--- src/rtl/fetch_prefetch_queue.sv ---
// fetch_prefetch_queue: instruction fetch stage with a small prefetch FIFO.
// Issues word reads to a 1-cycle-latency instruction memory, queues the returned
// {inst, pc+4} pairs and hands them to decode under a valid/ready handshake.
// A redirect (pc_src) flushes the queue and any in-flight read.
// Optional build macro: FETCH_STATS_EN adds stat_fetched / stat_flushed counters.
module fetch_prefetch_queue #(
   parameter int          DEPTH    = 4,
   parameter logic [31:0] RESET_PC = 32'h0000_0000
) (
   input  logic        clk,
   input  logic        rst,
   input  logic        pc_src,
   input  logic [31:0] add_res,
   output logic        imem_en,
   output logic [31:0] imem_addr,
   input  logic [31:0] imem_rdata,
   output logic        d_valid,
   input  logic        d_ready,
   output logic [31:0] d_inst,
   output logic [31:0] d_pc
`ifdef FETCH_STATS_EN
   ,
   output logic [31:0] stat_fetched,
   output logic [31:0] stat_flushed
`endif
);

   localparam int            PW       = $clog2(DEPTH);
   localparam int            CW       = PW + 1;
   localparam logic [CW-1:0] DEPTH_C  = CW'(DEPTH);
   localparam logic [CW-1:0] CNT_ONE  = CW'(1);
   localparam logic [CW-1:0] CNT_ZERO = CW'(0);
   localparam logic [PW-1:0] PTR_ONE  = PW'(1);
   localparam logic [PW-1:0] PTR_ZERO = PW'(0);

   logic [31:0]   f_pc_q,     f_pc_d;
   logic [31:0]   req_pc_q,   req_pc_d;
   logic          inflight_q, inflight_d;
   logic [CW-1:0] count_q,    count_d;
   logic [PW-1:0] rd_ptr_q,   rd_ptr_d;
   logic [PW-1:0] wr_ptr_q,   wr_ptr_d;
   logic [31:0]   inst_q [DEPTH];
   logic [31:0]   inst_d [DEPTH];
   logic [31:0]   npc_q  [DEPTH];
   logic [31:0]   npc_d  [DEPTH];

   logic [CW-1:0] occ_s;
   logic          issue_s;
   logic          valid_s;
   logic          push_s;
   logic          pop_s;
   logic [31:0]   target_s;

`ifdef FETCH_STATS_EN
   logic [31:0]   stat_fetched_q, stat_fetched_d;
   logic [31:0]   stat_flushed_q, stat_flushed_d;
`endif

   // Handshake decode: credit-based issue, head-valid and the redirect target.
   always_comb begin
      occ_s    = count_q + {{(CW-1){1'b0}}, inflight_q};
      issue_s  = rst && !pc_src && (occ_s < DEPTH_C);
      valid_s  = rst && !pc_src && (count_q != CNT_ZERO);
      // A response is only pushed when no redirect discards it.
      push_s   = inflight_q && !pc_src;
      pop_s    = valid_s && d_ready;
      // Low two target bits are forced to zero (word-aligned fetch).
      target_s = add_res & 32'hFFFF_FFFC;
   end

   // Next-state for fetch PC, in-flight tracking and the FIFO.
   always_comb begin
      f_pc_d     = f_pc_q;
      req_pc_d   = req_pc_q;
      inflight_d = inflight_q;
      count_d    = count_q;
      rd_ptr_d   = rd_ptr_q;
      wr_ptr_d   = wr_ptr_q;
      inst_d     = inst_q;
      npc_d      = npc_q;
      if (pc_src) begin
         f_pc_d     = target_s;
         inflight_d = 1'b0;
         count_d    = CNT_ZERO;
         rd_ptr_d   = PTR_ZERO;
         wr_ptr_d   = PTR_ZERO;
      end else begin
         if (issue_s) begin
            f_pc_d     = f_pc_q + 32'd4;
            req_pc_d   = f_pc_q;
            inflight_d = 1'b1;
         end else begin
            inflight_d = 1'b0;
         end
         if (push_s) begin
            inst_d[wr_ptr_q] = imem_rdata;
            npc_d[wr_ptr_q]  = req_pc_q + 32'd4;
            wr_ptr_d         = wr_ptr_q + PTR_ONE;
         end else begin
            wr_ptr_d = wr_ptr_q;
         end
         if (pop_s) begin
            rd_ptr_d = rd_ptr_q + PTR_ONE;
         end else begin
            rd_ptr_d = rd_ptr_q;
         end
         case ({push_s, pop_s})
            2'b10:   count_d = count_q + CNT_ONE;
            2'b01:   count_d = count_q - CNT_ONE;
            default: count_d = count_q;
         endcase
      end
   end

`ifdef FETCH_STATS_EN
   // Statistics: accepted pops, and words discarded by each flush edge.
   always_comb begin
      stat_fetched_d = stat_fetched_q;
      stat_flushed_d = stat_flushed_q;
      if (pop_s) begin
         stat_fetched_d = stat_fetched_q + 32'd1;
      end else begin
         stat_fetched_d = stat_fetched_q;
      end
      if (pc_src) begin
         stat_flushed_d = stat_flushed_q + {{(32-CW){1'b0}}, occ_s};
      end else begin
         stat_flushed_d = stat_flushed_q;
      end
   end

   // Statistics counter registers.
   always_ff @(posedge clk or negedge rst) begin
      if (!rst) begin
         stat_fetched_q <= 32'h0000_0000;
         stat_flushed_q <= 32'h0000_0000;
      end else begin
         stat_fetched_q <= stat_fetched_d;
         stat_flushed_q <= stat_flushed_d;
      end
   end

   assign stat_fetched = stat_fetched_q;
   assign stat_flushed = stat_flushed_q;
`endif

   // State registers; reset drops the queue and any in-flight read.
   always_ff @(posedge clk or negedge rst) begin
      if (!rst) begin
         f_pc_q     <= RESET_PC;
         req_pc_q   <= 32'h0000_0000;
         inflight_q <= 1'b0;
         count_q    <= CNT_ZERO;
         rd_ptr_q   <= PTR_ZERO;
         wr_ptr_q   <= PTR_ZERO;
         for (int i = 0; i < DEPTH; i++) begin
            inst_q[i] <= 32'h0000_0000;
            npc_q[i]  <= 32'h0000_0000;
         end
      end else begin
         f_pc_q     <= f_pc_d;
         req_pc_q   <= req_pc_d;
         inflight_q <= inflight_d;
         count_q    <= count_d;
         rd_ptr_q   <= rd_ptr_d;
         wr_ptr_q   <= wr_ptr_d;
         inst_q     <= inst_d;
         npc_q      <= npc_d;
      end
   end

   // Output drive: head entry only while valid, nop otherwise.
   always_comb begin
      imem_en   = issue_s;
      imem_addr = f_pc_q;
      d_valid   = valid_s;
      if (valid_s) begin
         d_inst = inst_q[rd_ptr_q];
         d_pc   = npc_q[rd_ptr_q];
      end else begin
         d_inst = 32'h0000_0000;
         d_pc   = 32'h0000_0000;
      end
   end

endmodule

--- config.mk ---
export PLATFORM = sky130hd
export DESIGN_NAME = fetch_prefetch_queue
export DESIGN_NICKNAME = d
export VERILOG_FILES = /design/src/rtl/fetch_prefetch_queue.sv
export SDC_FILE = /design/constraint.sdc
export NUM_CORES = 1
export LEC_CHECK = 0
export ABC_CLOCK_PERIOD_IN_PS = 2800
export BUFFER_PORTS_ARGS = -buffer_cell sky130_fd_sc_hd__buf_4
export CORE_MARGIN = 2
export CORE_UTILIZATION = 59
export DETAILED_ROUTE_END_ITERATION = 10
export HOLD_SLACK_MARGIN = 0.02
export PLACE_DENSITY = 0.77
export SLEW_MARGIN = 10
export SYNTH_ARGS = -nofsm -noshare
export SYNTH_HDL_FRONTEND = slang
export SYNTH_SLANG_ARGS = --single-unit
--- constraint.sdc ---
create_clock -name clk -period 2.8 [get_ports clk]
set_input_delay 0.56 -clock clk [delete_from_list [all_inputs] [get_ports clk]]
set_output_delay 0.56 -clock clk [all_outputs]
set_load 0.01 [all_outputs]
==> flow_summary.toml, run 1 <==
[clock_network]
clockBufferDepth = 3
clock-root-buffer = "clkbuf_16"
cts_buffers = 34
htree_levels = 2
path_clk_slew_ps = 60
clock_latency_ps = 510
cts_tree = "done"
cts.sinks = 316

[final_layout]
area.sequential_um2 = 7910
antenna_cells = 0
drive_gt1_frac = 0.321
fill_cells = 1726
fin_util = 0.720
syn_to_final_growth_pct = 19.3
nets = 1472
multi_input_area_um2 = 6460

[route]
vias = 10200
drt_first_iter_violations = 653
post-route-drc-count = 0
detail-route-antenna-nets = 0
wl_per_cell_um = 18.7
drt_first_pass_iters = 5
routed_via_density = 5.84
wl_mm = 32.7

[setup_path]
critPathCaptureType = "output pin"
worstPathRequired_ps = 2240
start_kind = "register"
crit_fanout = 18
arrival_ps = 2160
path_class = "register to output pin"

[timing]
rsz0062_at_grt = "false"
slew_viol_final = 0
post-route-period-util = 0.973
layout_min_cycle_time_ps = 2720
finalSetupTns_ps = 0
finalHoldViolations = 0
relSlewSlack = 0.453
fmax_mhz = 367
setup_viol = 0
finClkSkew_ps = 12.5
tightestPinTransition_ps = 820

[pwr]
p_seq_frac = 0.481
pwr-share-comb = 0.147
powerDensity_nw_per_um2 = 691
p_switching_mw = 3.07
ir_worst_vdd_v = 0.000570
leakagePower_nw = 8.37
switching_share = 0.253
p_clk_frac = 0.372
p_int_mw = 9.07

[synthesis]
synth_top_family_by_area = "multiplexers"
ys_async_sr_fraction = 1.00
syn_avg_cell_area_um2 = 11.7
yosys_warnings = 0
ys.flop_type = "dfrtp_1"
syn_inst = 1254
synth.area.top_cells = "dfrtp_1, mux2_2, mux4_2"
synth_mux_area_frac = 0.201
yosysTopAreaCell = "dfrtp_1"
synth_xor_area_frac = 0.0309
synth-adder-area-share = 0.00646
netlist_area_um2 = 14700
synth_seq_area_share = 0.537
synth.top_cell.area_share = 0.537
yosysMostFrequentCell = "dfrtp_1"
ys_types = 47
synth_common_cells = "dfrtp_1, nand2_1, o21ai_0"
synth_edf_count = 0
synth-simple-area-share = 0.139
synth_compound_area_frac = 0.0576
ys_seq_elements = 316

[flow_run]
maxCapViolations = 0

[global_routing]
grt_pass1_wl_mm = 53.8
grt_max_degree = 154
track_usage = 0.257
grt_pass1_vias = 10400
overflow = 0
antenna_found_initial = 0

[place]
gp_congestion = 0.825
hpwl_mm = 20.8
port_buffers = 159

[floorplanning]
die_h_um = 162
pin_count = 166
die_w_um = 162
rows = 57
die-area_um2 = 26200
start_util = 0.603
core-area_um2 = 24400

[outcome]
outcome = "completed"

[hold_path]
hold_path_class = "primary input to asynchronous set/reset pin"
==> final timing paths <==
check	from	endpoint	slack [ps]	cells past startpoint
max	rd_ptr_q[0]	d_pc[3]	80	4
min	rst	req_pc_q[13]	250	2
max reg2reg	inflight_q	inst_q[12]	430	4
min reg2reg	npc_q[36]	npc_q[36]	470	2
max in group asynchronous	rst	inst_q[87]	1260	3
min in group clk	add_res[20]	imem_addr[20]	260	3
==> stage by stage <==
step	hold WS [ps]	total power, mW	setup slack, ps	cell area [um2]	cells
2_1_floorplan	264	6.97	693	14700	1257
3_3_place_gp	391	7.56	373	16400	1680
3_5_place_dp	391	7.69	300	16400	1680
4_1_cts	246	12.2	39.1	17600	1746
5_1_grt	263	12.7	10.0	17600	1746
6_report	253	12.1	76.0	17600	1746
==> worst max-delay path: stages, from the launching register on <==
cell and delay, ps:
dfrtp_4 550, buf_12 230, mux4_2 540, and3_1 200
buf_4 140
==> layer usage <==
metal | wire [um] | share of wire | vias up | global-route usage
li1 | - | - | 4724 | -
met1 | 14100 | 0.43 | 5122 | 0.355
met2 | 16200 | 0.49 | 298 | 0.432
met3 | 1830 | 0.056 | 47 | 0.0388
met4 | 585 | 0.018 | 0 | 0.0672
met5 | 0 | 0 | - | 0
==> sequential cells by signal, summed over array words and instances, names as in the netlist <==
name and flops:
inst_q 128, npc_q 120, imem_addr 30, req_pc_q 30, count_q 3, rd_ptr_q 2
wr_ptr_q 2, inflight_q 1
==> cell families (layout without fill, tap and decap cells) <==
| logic type | count (synthesis) | count (layout) |
|---|---|---|
| flops | 316 | 316 |
| xor+xnor | 51 | 51 |
| buf+inv | 94 | 259 |
| simple gates | 428 | 428 |
| mux | 200 | 200 |
| fa+ha+maj | 7 | 7 |
| compound gates | 157 | 157 |
| other cells | 1 | 4 |
==> power groups by stage <==
| stage | logic [mW] | registers (mW) | clock network, mW |
|---|---|---|---|
| final | 1.78 | 5.84 | 4.52 |
| after global routing | 1.99 | 5.93 | 4.77 |
| after detailed placement | 1.79 | 5.90 | 0 |
| after CTS | 1.81 | 5.83 | 4.59 |
| after floorplan | 1.22 | 5.74 | 0 |
| after global placement | 1.71 | 5.85 | 0 |
==> area by class of cell <==
class | count | share of cell area
clock buffers | 54 | 0.0598
inverters | 6 | 0.00143
flip-flops and latches | 316 | 0.451
repair buffers | 192 | 0.0926
well taps | 324 | 0.0231
clock inverters | 7 | 0.00485
multi-input cells | 847 | 0.368
==> layout by cell type (no fill, tap or decap), types with 2 or more instances in the layout <==
cell type,instances
inv_1,5
mux4_2,62
nand2_4,4
a221o_1,5
buf_12,14
nand2_1,247
dfrtp_1,314
o21ai_0,140
xnor2_1,12
a21bo_2,2
nor2b_1,7
clkinv_2,5
nor3b_1,2
clkbuf_1,11
and3_1,75
clkbuf_8,6
nor3_1,6
ha_1,6
and4_1,4
bufinv_16,2
and2_1,2
mux2_2,134
nor2_1,17
o311ai_0,3
nand4_1,24
mux2i_1,3
nand3_1,27
buf_4,176
xor2_1,38
nor4_4,3
clkbuf_16,37
o21ai_1,2
conb_1,4
==> timing repair <==
action / CTS / global route
endpoints found under the hold margin: 12 / 0
setup buffers: 4 / 0
endpoints found under the setup margin: 57 / 0
resized for setup: 1 / 0
hold buffers: 1 / 0
(Power assumes the default switching activity.)
==> run 2: changes to the inputs <==
--- a/config.mk
+++ b/config.mk
@@ -11,7 +11,7 @@
 export CORE_UTILIZATION = 59
 export DETAILED_ROUTE_END_ITERATION = 10
 export HOLD_SLACK_MARGIN = 0.02
-export PLACE_DENSITY = 0.77
+export PLACE_DENSITY = 0.86
 export SLEW_MARGIN = 10
 export SYNTH_ARGS = -nofsm -noshare
 export SYNTH_HDL_FRONTEND = slang
==> flow_summary.toml, run 2 (synthesis gave the netlist of run 1 again) <==
[outcome]
outcome = "completed"

[global_routing]
track_usage = 0.259
grt_pass1_wl_mm = 54.2
overflow = 0
grt_pass1_vias = 10700
antenna_found_initial = 0
grt_max_degree = 187

[route]
wl_met1_mm = 14.1
drt_first_pass_iters = 5
dr_wl_met3_mm = 2.15
vias = 10300
post-route-drc-count = 0
detail-route-antenna-nets = 0
drt_first_iter_violations = 781
wl_mm = 33.6
wl_met2_mm = 16.6
wl_per_cell_um = 19.3
routed.top_layer = "met4"
routed_via_density = 5.95

[clock_network]
clock_latency_ps = 520
cts_buffers = 34
cts_tree = "done"
clockBufferDepth = 3
cts.sinks = 316
path_clk_slew_ps = 60
clock-root-buffer = "clkbuf_16"
htree_levels = 2

[final_layout]
largest_reg_flops = 128
drive_gt1_frac = 0.318
reg_top3 = "inst_q: 128 flops, npc_q: 120 flops"
antenna_cells = 0
nets = 1465
regMostFlops = "inst_q"
syn_to_final_growth_pct = 17.7
final_cell_mix = "dfrtp_1, nand2_1, buf_4, o21ai_0, mux2_2"
final_common_cell = "dfrtp_1"

[timing]
post-route-period-util = 0.977
setup_viol = 0
relSlewSlack = 0.256
slew_viol_final = 0
rsz0062_at_grt = "false"
finalSetupTns_ps = 0
hold_ws_ps = 122
finalHoldViolations = 0
finClkSkew_ps = 32.0
tightestPinTransition_ps = 1120
fmax_mhz = 366
layout_min_cycle_time_ps = 2740

[floorplanning]
die_w_um = 162
pin_count = 166
rows = 57
core-area_um2 = 24400
die-area_um2 = 26200
die_h_um = 162
start_util = 0.603

[setup_path]
regToRegStartpoint = "req_pc_q[2]"
reg2reg_to = "npc_q[122]"
reg2reg_depth = 6
worstPathRequired_ps = 2240
crit_path_start = "rd_ptr_q[0]"
start_kind = "register"
arrival_ps = 2180
rrSetupSlack_ps = 390
worstSetupEndpoint = "d_pc[11]"
critPathCaptureType = "output pin"
path_class = "register to output pin"
crit_fanout = 17

[place]
hpwl_mm = 20.8
gp_congestion = 0.865
port_buffers = 159

[hold_path]
hold_path_class = "primary input to asynchronous set/reset pin"

[pwr]
ir_worst_vdd_v = 0.000455
leakagePower_nw = 8.20
powerDensity_nw_per_um2 = 693

[flow_run]
maxCapViolations = 0
==> run 2: worst min path at each step <==
| stage | cells after the start | start | slack [ps] | to |
|---|---|---|---|---|
| after floorplan | 0 | rst | 260 | count_q[0] |
| after global routing | 2 | rst | 150 | count_q[2] |
| after detailed placement | 1 | rst | 370 | imem_addr[15] |
| after CTS | 2 | rst | 120 | imem_addr[29] |
| after global placement | 1 | rst | 370 | imem_addr[12] |
| final | 2 | rst | 120 | count_q[2] |
==> run 2: repair_timing <==
action                                  4_1_cts  5_1_grt
resized for setup                             2        0
hold buffers                                  1        0
endpoints found under the setup margin       50        0
hold endpoints to repair                      7        0
buffers inserted                              2        0
==> run 2: layout make-up <==
| cell class | instances | area [um2] |
|---|---|---|
| clock inverter | 6 | 41.3 |
| timing repair buffer | 185 | 1470 |
| inverter | 6 | 25.0 |
| multi-input combinational | 847 | 6440 |
| tap | 324 | 405 |
| fill | 1621 | 7070 |
| sequential | 316 | 7910 |
| clock buffer | 53 | 1030 |
==> run 2: routing by layer <==
layer / up-vias / track usage
li1: 4714 / -
met1: 5202 / 0.352
met2: 369 / 0.431
met3: 53 / 0.0513
met4: 0 / 0.0732
met5: - / 0
==> run 2: power breakdown <==
| group | internal [mW] | switching [mW] |
|---|---|---|
| registers | 5.33 | 0.520 |
| clock network | 2.54 | 1.77 |
| logic | 0.970 | 0.867 |
| total | 8.84 | 3.16 |
==> run 2: critical path: stages (launching register included) <==
cell     delay, ps
dfrtp_4        510
buf_12         210
mux4_2         570
and3_1         220
buf_4          140
==> run 2: through the flow <==
| step | utilization | total power [mW] | worst slack [ps] | instance area, um2 | cells |
|---|---|---|---|---|---|
| 2_1_floorplan | - | 6.97 | 693 | 14700 | 1257 |
| 3_3_place_gp | 0.665 | 7.54 | 475 | 16200 | 1675 |
| 3_5_place_dp | 0.665 | 7.70 | 384 | 16200 | 1675 |
| 4_1_cts | 0.710 | 12.1 | 51.1 | 17300 | 1737 |
| 5_1_grt | 0.710 | 12.5 | 17.9 | 17300 | 1737 |
| 6_report | 0.710 | 12.0 | 65.0 | 17300 | 1737 |
==> run 3: changes to the inputs <==
--- a/config.mk
+++ b/config.mk
@@ -12,6 +12,7 @@
 export DETAILED_ROUTE_END_ITERATION = 10
 export HOLD_SLACK_MARGIN = 0.02
 export PLACE_DENSITY = 0.86
+export SETUP_SLACK_MARGIN = 0.1
 export SLEW_MARGIN = 10
 export SYNTH_ARGS = -nofsm -noshare
 export SYNTH_HDL_FRONTEND = slang
==> flow_summary.toml, run 3 (synthesis gave the netlist of run 1 again) <==
[global_routing]
overflow = 0
grt_pass1_vias = 10700
grt_max_degree = 187
antenna_found_initial = 0
grt_pass1_wl_mm = 54.2
track_usage = 0.259

[flow_run]
maxCapViolations = 0

[timing]
rsz0062_at_grt = "true"
tightestPinTransition_ps = 1120
finClkSkew_ps = 33.7
setup_viol = 0
fmax_mhz = 368
layout_min_cycle_time_ps = 2720
slew_viol_final = 0
finalHoldViolations = 0
relSlewSlack = 0.255
finalSetupTns_ps = 0
post-route-period-util = 0.970

[setup_path]
worstPathRequired_ps = 2240
crit_family = "multiplexers"
crit_fanout = 8
reg2reg_to = "npc_q[122]"
cp_slowest_stage_delay_ps = 540
critPathBufInv = 3
path_class = "register to output pin"
start_kind = "register"
worst_path_max_delay_cell = "mux4_2"
cp_num_cells = 5
critPathCaptureType = "output pin"
reg2reg_depth = 6
regToRegStartpoint = "req_pc_q[2]"
arrival_ps = 2160
rrSetupSlack_ps = 410
cp_cell_sequence = "buf_12 > clkbuf_16 > mux4_2 > and3_4 > buf_6"

[final_layout]
regMostFlops = "inst_q"
reg_top3 = "inst_q: 128 flops, npc_q: 120 flops"
syn_to_final_growth_pct = 19.8
drive_gt1_frac = 0.337
largest_reg_flops = 128
final_common_cell = "dfrtp_1"
nets = 1471
antenna_cells = 0
fin_cells = 1743
final_cell_mix = "dfrtp_1, nand2_1, buf_4, o21ai_0, mux2_2"

[route]
wl_per_cell_um = 20.0
drt_first_pass_iters = 8
vias = 10400
drt_first_iter_violations = 770
post-route-drc-count = 0
wl_mm = 34.8
routed_via_density = 5.97
detail-route-antenna-nets = 0

[place]
gp_congestion = 0.865
hpwl_mm = 20.8
port_buffers = 159
post-place-cells = 1675

[floorplanning]
start_util = 0.603
core-area_um2 = 24400
die-area_um2 = 26200
rows = 57
die_h_um = 162
pin_count = 166
die_w_um = 162

[pwr]
ir_worst_vdd_v = 0.000444
leakagePower_nw = 8.23
powerDensity_nw_per_um2 = 685

[clock_network]
clock-root-buffer = "clkbuf_16"
clock_latency_ps = 520
cts_tree = "done"
htree_levels = 2
clockBufferDepth = 3
path_clk_slew_ps = 60
cts_buffers = 34
cts.sinks = 316

[outcome]
outcome = "completed"

[hold_path]
hold_path_class = "primary input to asynchronous set/reset pin"
[run 3: stage by stage]
step                      worst slack [ps]  hold slack (ps)  cell area, um2  total power [mW]  utilization
after CTS                             51.1              120           17300              12.1        0.710
after global placement                 475              369           16200              7.54        0.665
after detailed placement               384              371           16200              7.70        0.665
after floorplan                        693              264           14700              6.97            -
after global routing                  48.0              150           17600              12.6        0.723
final                                 84.9              126           17600              12.1        0.723
[run 3: worst max-delay path by stage]
stage / startpoint / slack, ps / end
global route: rd_ptr_q[0] / 50 / d_pc[17]
floorplan: rd_ptr_q[0] / 690 / d_pc[10]
CTS: rd_ptr_q[0] / 50 / d_pc[10]
finish: rd_ptr_q[0] / 80 / d_inst[1]
global placement: count_q[0] / 480 / count_q[2]
detailed placement: count_q[0] / 380 / count_q[2]
[run 3: cell type report]
type / count / area [um2]
fillers: 1556 / 6760
inverters: 6 / 27.5
flip-flops and latches: 316 / 7910
well taps: 324 / 405
clock buffers: 53 / 1030
clock inverters: 6 / 41.3
repair buffers: 191 / 1670
multi-input cells: 847 / 6550
[run 3: worst register-to-register path: stages (launching register included)]
cell	delay, ps
dfrtp_1	460
ha_1	270
nand3_1	160
nor4_4	560
nand4_1	180
xor2_1	400
o21ai_0	200
[run 3: routing by layer]
layer	wire length (um)	track usage
met1	14600	0.351
met2	17000	0.431
met3	2240	0.0513
met4	976	0.0732
met5	0	0
[run 3: repair_timing]
action                                 in CTS  in global routing
cloned                                      0                  4
setup endpoints to repair                  59                 45
pin swaps                                   0                  0
endpoints found under the hold margin       7                  0
gates resized for setup                     2                 42
setup buffers                               2                  2
hold buffers                                1                  0
[run 3: where the power goes]
group	internal [mW]	switching (mW)	total (mW)
logic	0.997	0.899	1.90
clock network	2.54	1.78	4.32
registers	5.33	0.531	5.86
total	8.86	3.21	12.1
